--- config.mk ---
export PLATFORM = sky130hd
export DESIGN_NAME = move_arbiter_flat
export DESIGN_NICKNAME = d
export VERILOG_FILES = /design/src/rtl/move_arbiter_if.sv /design/src/rtl/move_arbiter.sv /design/src/flat_wrapper.sv
export SDC_FILE = /design/constraint.sdc
export NUM_CORES = 1
export LEC_CHECK = 0
export ABC_AREA = 1
export CORE_MARGIN = 4
export CORE_UTILIZATION = 35
export DETAILED_ROUTE_END_ITERATION = 10
export SETUP_SLACK_MARGIN = 0.05
export SYNTH_ARGS = -nofsm -noshare
export SYNTH_HDL_FRONTEND = slang
export SYNTH_SLANG_ARGS = --single-unit
--- constraint.sdc ---
create_clock -name clk -period 2 [get_ports clk]
set_input_delay 0.2 -clock clk [delete_from_list [all_inputs] [get_ports clk]]
set_output_delay 0.2 -clock clk [all_outputs]
set_load 0.02 [all_outputs]
--- src/rtl/move_arbiter_if.sv ---
// Player-facing bus of the stick-game move arbiter: raw button requests in,
// game status out.
interface move_arbiter_if;
  logic        start;
  logic        p0_req;
  logic [3:0]  p0_take;
  logic        p1_req;
  logic [3:0]  p1_take;
  logic [15:0] sticks;
  logic        turn;
  logic        grant;
  logic        wrong;
  logic        finish;
  logic        winner;
  logic        active;

  modport master (
    output start, p0_req, p0_take, p1_req, p1_take,
    input  sticks, turn, grant, wrong, finish, winner, active
  );

  modport slave (
    input  start, p0_req, p0_take, p1_req, p1_take,
    output sticks, turn, grant, wrong, finish, winner, active
  );
endinterface

--- src/rtl/move_arbiter.sv ---
// Two-player take-away stick game: debounces the current player's button,
// validates the requested take and tracks sticks, turn and the winner.
module move_arbiter #(
  parameter int INIT_STICKS = 100,
  parameter int MAX_TAKE    = 9,
  parameter int DEB_CYCLES  = 64
) (
  input  logic           clk,
  input  logic           rst,
  move_arbiter_if.slave  bus
);

  localparam int CNT_W = $clog2(DEB_CYCLES + 1);

  typedef enum logic [2:0] {
    IDLE,
    WAIT_REQ,
    QUAL,
    APPLY,
    RELEASE,
    DONE
  } state_t;

  state_t            state_q, state_n;
  logic [CNT_W-1:0]  cnt_q, cnt_n;
  logic [3:0]        take_q, take_n;
  logic [15:0]       sticks_q, sticks_n;
  logic              turn_q, turn_n;
  logic              wrong_q, wrong_n;
  logic              finish_q, finish_n;
  logic              winner_q, winner_n;
  logic              grant_q, grant_n;

  logic              cur_req;
  logic [3:0]        cur_take;
  logic [15:0]       take_ext;
  logic              legal;

  // Only the player whose turn it is can be heard.
  always_comb begin
    cur_req  = turn_q ? bus.p1_req  : bus.p0_req;
    cur_take = turn_q ? bus.p1_take : bus.p0_take;
    take_ext = {12'd0, take_q};
    legal    = (take_q != 4'd0) && (take_ext <= 16'(MAX_TAKE)) && (take_ext <= sticks_q);
  end

  always_comb begin
    state_n  = state_q;
    cnt_n    = cnt_q;
    take_n   = take_q;
    sticks_n = sticks_q;
    turn_n   = turn_q;
    wrong_n  = wrong_q;
    finish_n = finish_q;
    winner_n = winner_q;
    grant_n  = 1'b0;

    if (bus.start) begin
      state_n  = WAIT_REQ;
      cnt_n    = '0;
      sticks_n = 16'(INIT_STICKS);
      turn_n   = 1'b0;
      wrong_n  = 1'b0;
      finish_n = 1'b0;
      winner_n = 1'b0;
    end else begin
      case (state_q)
        IDLE: ;
        WAIT_REQ: begin
          if (cur_req) begin
            if (DEB_CYCLES <= 1) begin
              take_n  = cur_take;
              state_n = APPLY;
            end else begin
              cnt_n   = CNT_W'(1);
              state_n = QUAL;
            end
          end
        end
        QUAL: begin
          if (!cur_req) begin
            cnt_n   = '0;
            state_n = WAIT_REQ;
          end else if (cnt_q >= CNT_W'(DEB_CYCLES - 1)) begin
            take_n  = cur_take;
            cnt_n   = '0;
            state_n = APPLY;
          end else begin
            cnt_n = cnt_q + CNT_W'(1);
          end
        end
        APPLY: begin
          if (legal) begin
            sticks_n = sticks_q - take_ext;
            wrong_n  = 1'b0;
            grant_n  = 1'b1;
            if (take_ext == sticks_q) begin
              finish_n = 1'b1;
              winner_n = ~turn_q;
              state_n  = DONE;
            end else begin
              turn_n  = ~turn_q;
              state_n = RELEASE;
            end
          end else begin
            wrong_n = 1'b1;
            state_n = RELEASE;
          end
        end
        // A held button must be let go before another move can start.
        RELEASE: begin
          if (!bus.p0_req && !bus.p1_req) state_n = WAIT_REQ;
        end
        DONE: ;
        default: state_n = IDLE;
      endcase
    end
  end

  always_ff @(posedge clk) begin
    if (rst) begin
      state_q  <= IDLE;
      cnt_q    <= '0;
      sticks_q <= 16'(INIT_STICKS);
      turn_q   <= 1'b0;
      wrong_q  <= 1'b0;
      finish_q <= 1'b0;
      winner_q <= 1'b0;
      grant_q  <= 1'b0;
    end else begin
      state_q  <= state_n;
      cnt_q    <= cnt_n;
      sticks_q <= sticks_n;
      turn_q   <= turn_n;
      wrong_q  <= wrong_n;
      finish_q <= finish_n;
      winner_q <= winner_n;
      grant_q  <= grant_n;
    end
  end

  always_ff @(posedge clk) begin
    take_q <= take_n;
  end

  assign bus.sticks = sticks_q;
  assign bus.turn   = turn_q;
  assign bus.grant  = grant_q;
  assign bus.wrong  = wrong_q;
  assign bus.finish = finish_q;
  assign bus.winner = winner_q;
  assign bus.active = (state_q == WAIT_REQ) || (state_q == QUAL) ||
                      (state_q == APPLY)    || (state_q == RELEASE);

endmodule

--- src/flat_wrapper.sv ---
// flat-port wrapper written by rule: the top's interface ports become plain ports
module move_arbiter_flat 
#(
  parameter int INIT_STICKS = 100,
  parameter int MAX_TAKE    = 9,
  parameter int DEB_CYCLES  = 64
)
  (clk, rst, bus_start, bus_p0_req, bus_p0_take, bus_p1_req, bus_p1_take, bus_sticks, bus_turn, bus_grant, bus_wrong, bus_finish, bus_winner, bus_active);
  move_arbiter_if bus_i ();
  input  logic clk;
  input  logic rst;
  input wire logic [$bits(bus_i.start)-1:0] bus_start;
  input wire logic [$bits(bus_i.p0_req)-1:0] bus_p0_req;
  input wire logic [$bits(bus_i.p0_take)-1:0] bus_p0_take;
  input wire logic [$bits(bus_i.p1_req)-1:0] bus_p1_req;
  input wire logic [$bits(bus_i.p1_take)-1:0] bus_p1_take;
  output wire logic [$bits(bus_i.sticks)-1:0] bus_sticks;
  output wire logic [$bits(bus_i.turn)-1:0] bus_turn;
  output wire logic [$bits(bus_i.grant)-1:0] bus_grant;
  output wire logic [$bits(bus_i.wrong)-1:0] bus_wrong;
  output wire logic [$bits(bus_i.finish)-1:0] bus_finish;
  output wire logic [$bits(bus_i.winner)-1:0] bus_winner;
  output wire logic [$bits(bus_i.active)-1:0] bus_active;
  assign bus_i.start = bus_start;
  assign bus_i.p0_req = bus_p0_req;
  assign bus_i.p0_take = bus_p0_take;
  assign bus_i.p1_req = bus_p1_req;
  assign bus_i.p1_take = bus_p1_take;
  assign bus_sticks = bus_i.sticks;
  assign bus_turn = bus_i.turn;
  assign bus_grant = bus_i.grant;
  assign bus_wrong = bus_i.wrong;
  assign bus_finish = bus_i.finish;
  assign bus_winner = bus_i.winner;
  assign bus_active = bus_i.active;
  move_arbiter #(.INIT_STICKS(INIT_STICKS), .MAX_TAKE(MAX_TAKE), .DEB_CYCLES(DEB_CYCLES)) u_core (.clk(clk), .rst(rst), .bus(bus_i));
endmodule
==> flow_summary.json <==
{
  "worstPathBufferInverterCount": 0,
  "rows": 28,
  "cts-root-buf": "clkbuf_8",
  "crit_required_ns": 2.21,
  "synthTopCellsByArea": "dfxtp_1 (29%), nand2_1 (17%), nor2_1 (6.4%)",
  "start_kind": "register",
  "antenna_left": 0,
  "die_x_um": 86.7,
  "viasPerCell": 4.79,
  "ctsLongestPathBuffers": 2,
  "post-synth-top-count-cell": "nand2_1",
  "port_buffers": 34,
  "cts.hold.buffers_added": 0,
  "rsz0062_at_grt": "true",
  "syn_nets": 335,
  "worstMarginPinSlew_ns": 0.393,
  "period_share": 0.935,
  "cp.depth": 9,
  "grt_first_pass_wirelength_um": 8340,
  "n_antenna_cell": 0,
  "cts.sinks": 35,
  "worstPathCellList": "ha_2 > fa_2 > o21ai_4 > nor2_4 > nand2_4 > nand2_8 > nor2_4 > nand2_1 > o21ai_0",
  "setup_viol": 0,
  "insertion_delay_ns": 0.29,
  "dp_cells": 426,
  "tritoncts": "built",
  "drc_errors": 0,
  "vias": 2105,
  "grt_max_degree": 19,
  "avgSynthCellArea_um2": 6.86,
  "setup-tns-final_ns": 0,
  "drtIter0Drc": 91,
  "antenna_found_initial": 0,
  "synth-seq-area-share": 0.342,
  "coreArea_mm2": 0.00596,
  "wl_per_cell_um": 11.7,
  "end_kind": "register",
  "die_h_um": 86.7,
  "dpl.hpwl_um": 3830,
  "grt_usage": 0.138,
  "slew_headroom": 0.735,
  "yosysTopAreaCell": "dfxtp_1",
  "async_flop_share": 0,
  "die_area_mm2": 0.00751,
  "globalplace.congestion": 0.906,
  "start_util": 0.364,
  "drive_gt1_frac": 0.162,
  "outcome": "finished clean",
  "grt_pass1_vias": 1888,
  "layoutNonFillerInstCount": 439,
  "fmax_ghz": 0.535,
  "io_pins": 35,
  "worst-r2r-cell-count": 9,
  "synthFlopType": "dfxtp_1",
  "ys_top_cells_by_count": "nand2_1 (98), nor2_1 (37), dfxtp_1 (31), inv_1 (31), nand3_1 (21)",
  "overflow": 0,
  "critPathMaxStageDelay_ns": 0.43,
  "synth_cell_types": 36,
  "setup_ws_ns": 0.130,
  "final_util": 0.472,
  "worstPathArrival_ns": 2.08,
  "path_class": "register to register",
  "path_common_cell": "nor2_4",
  "power.total_mw": 1.34,
  "peakVddDrop_uv": 286,
  "p_per_area_mw_per_mm2": 478,
  "slew_viol_final": 0,
  "synth-edff-count": 4,
  "fillers": 617,
  "clock_skew_ns": 0.00727,
  "syn_inst": 316,
  "htree_levels": 2,
  "wl_um": 5120,
  "cts.clk_slew.worst_paths_ns": 0.07,
  "place_ws_ns": 0.0257,
  "cts_buffers": 5,
  "hold_path_depth": 2,
  "synth_top_cell_area_share": 0.286,
  "hold_violations": 0,
  "period_needed_ns": 1.87,
  "syn-cell-area_mm2": 0.00217,
  "critPathMaxFanout": 5,
  "yosysWarningCount": 0,
  "maxCapViolCount": 0,
  "ys_ff_latch": 35,
  "crit_slowest_cell": "fa_2",
  "critPathTopFamily": "adder cells",
  "p_leak_nw": 1.14,
  "dr.pass1.iters": 4,
  "nets": 382,
  "hp-class": "register to register",
  "syn_to_final_growth_pct": 29.6
}
-- timing repair --
item,in CTS,in global routing
pin swaps,0,6
gates cloned,0,2
resized for setup,3,16
setup buffers,0,3
endpoints found under the hold margin,0,0
setup endpoints to repair,14,17
-- per-stage QoR --
step | hold WS [ns] | cell area (µm²)
after floorplan | 0.269 | 2170
after global placement | 0.443 | 2610
after detailed placement | 0.448 | 2610
after CTS | 0.460 | 2700
after global routing | 0.480 | 2810
final | 0.455 | 2810
-- final cells by class --
type,instances,area (µm²),share of cell area
clock buffer,7,86.3,0.0307
clock inverter,1,5.00,0.00178
inverter,36,148,0.0526
multi-input combinational,242,1320,0.470
sequential,35,747,0.266
tap,75,93.8,0.0334
timing repair buffer,43,408,0.145
-- where the power goes --
part           switching (mW)  internal [mW]  total [mW]
combinational          0.0474         0.0416      0.0890
clock                   0.262          0.278       0.540
sequential            0.00355          0.711       0.715
-- cells by family (layout without fill, tap and decap cells) --
family                     Yosys count  after routing  share of synthesized area
AOI/OAI and AO/OA                   36             36                      0.107
xor gates and xnor gates             6              6                     0.0243
adders and majority gates            6              6                     0.0381
buffers and inverters               41             87                     0.0814
DFF                                 35             35                      0.342
muxes                                1              1                    0.00462
and+or+nand+nor                    191            193                      0.403
-- placed cells by master (no fill, tap or decap), drive strengths merged, types with 7 or more instances in the layout --
cell type | netlist | routed
a21oi | 21 | 21
nor2 | 46 | 46
buf | 4 | 9
o21ai | 14 | 14
nand3 | 21 | 21
clkbuf | 1 | 7
nand4 | 7 | 7
nand2 | 104 | 106
dfxtp | 31 | 31
clkdlybuf4s50 | 0 | 33
inv | 36 | 35
-- sequential cells by signal, indices dropped and copies added (netlist names) --
name and cells:
u_core.bus.sticks 16, u_core.cnt_q 7, u_core.take_q 4, u_core.state_q 3, u_core.bus.finish 1, u_core.bus.grant 1, u_core.bus.turn 1, u_core.bus.winner 1
u_core.bus.wrong 1
-- worst reg2reg max path: cells and delay by family, from the launching register on --
kind | cells | cell delay (ns)
AOI/OAI and AO/OA | 2 | 0.24
DFF | 1 | 0.41
adders and majority gates | 2 | 0.64
and+or+nand+nor | 5 | 0.51
-- worst paths after layout --
check                                                   from                           endpoint  slack [ns]
worst min register to register  u_core.cnt_q[5]$_SDFFE_PP0P_       u_core.cnt_q[5]$_SDFFE_PP0P_        0.46
worst max register to register    u_core.take_q[0]$_DFFE_PP_  u_core.bus.sticks[0]$_SDFFE_PP0P_        0.13
worst max-delay path              u_core.take_q[0]$_DFFE_PP_  u_core.bus.sticks[0]$_SDFFE_PP0P_        0.13
worst min-delay path            u_core.cnt_q[5]$_SDFFE_PP0P_       u_core.cnt_q[5]$_SDFFE_PP0P_        0.46
-- layer usage --
| metal | vias up | track usage | share of wire |
|---|---|---|---|
| met5 | - | 0 | 0 |
| met4 | 0 | 0.0467 | 0.015 |
| met3 | 6 | 0.0352 | 0.038 |
| met2 | 34 | 0.236 | 0.49 |
| met1 | 962 | 0.169 | 0.46 |
| li1 | 1103 | - | - |
Note: power is estimated with default switching activity, not from simulation.
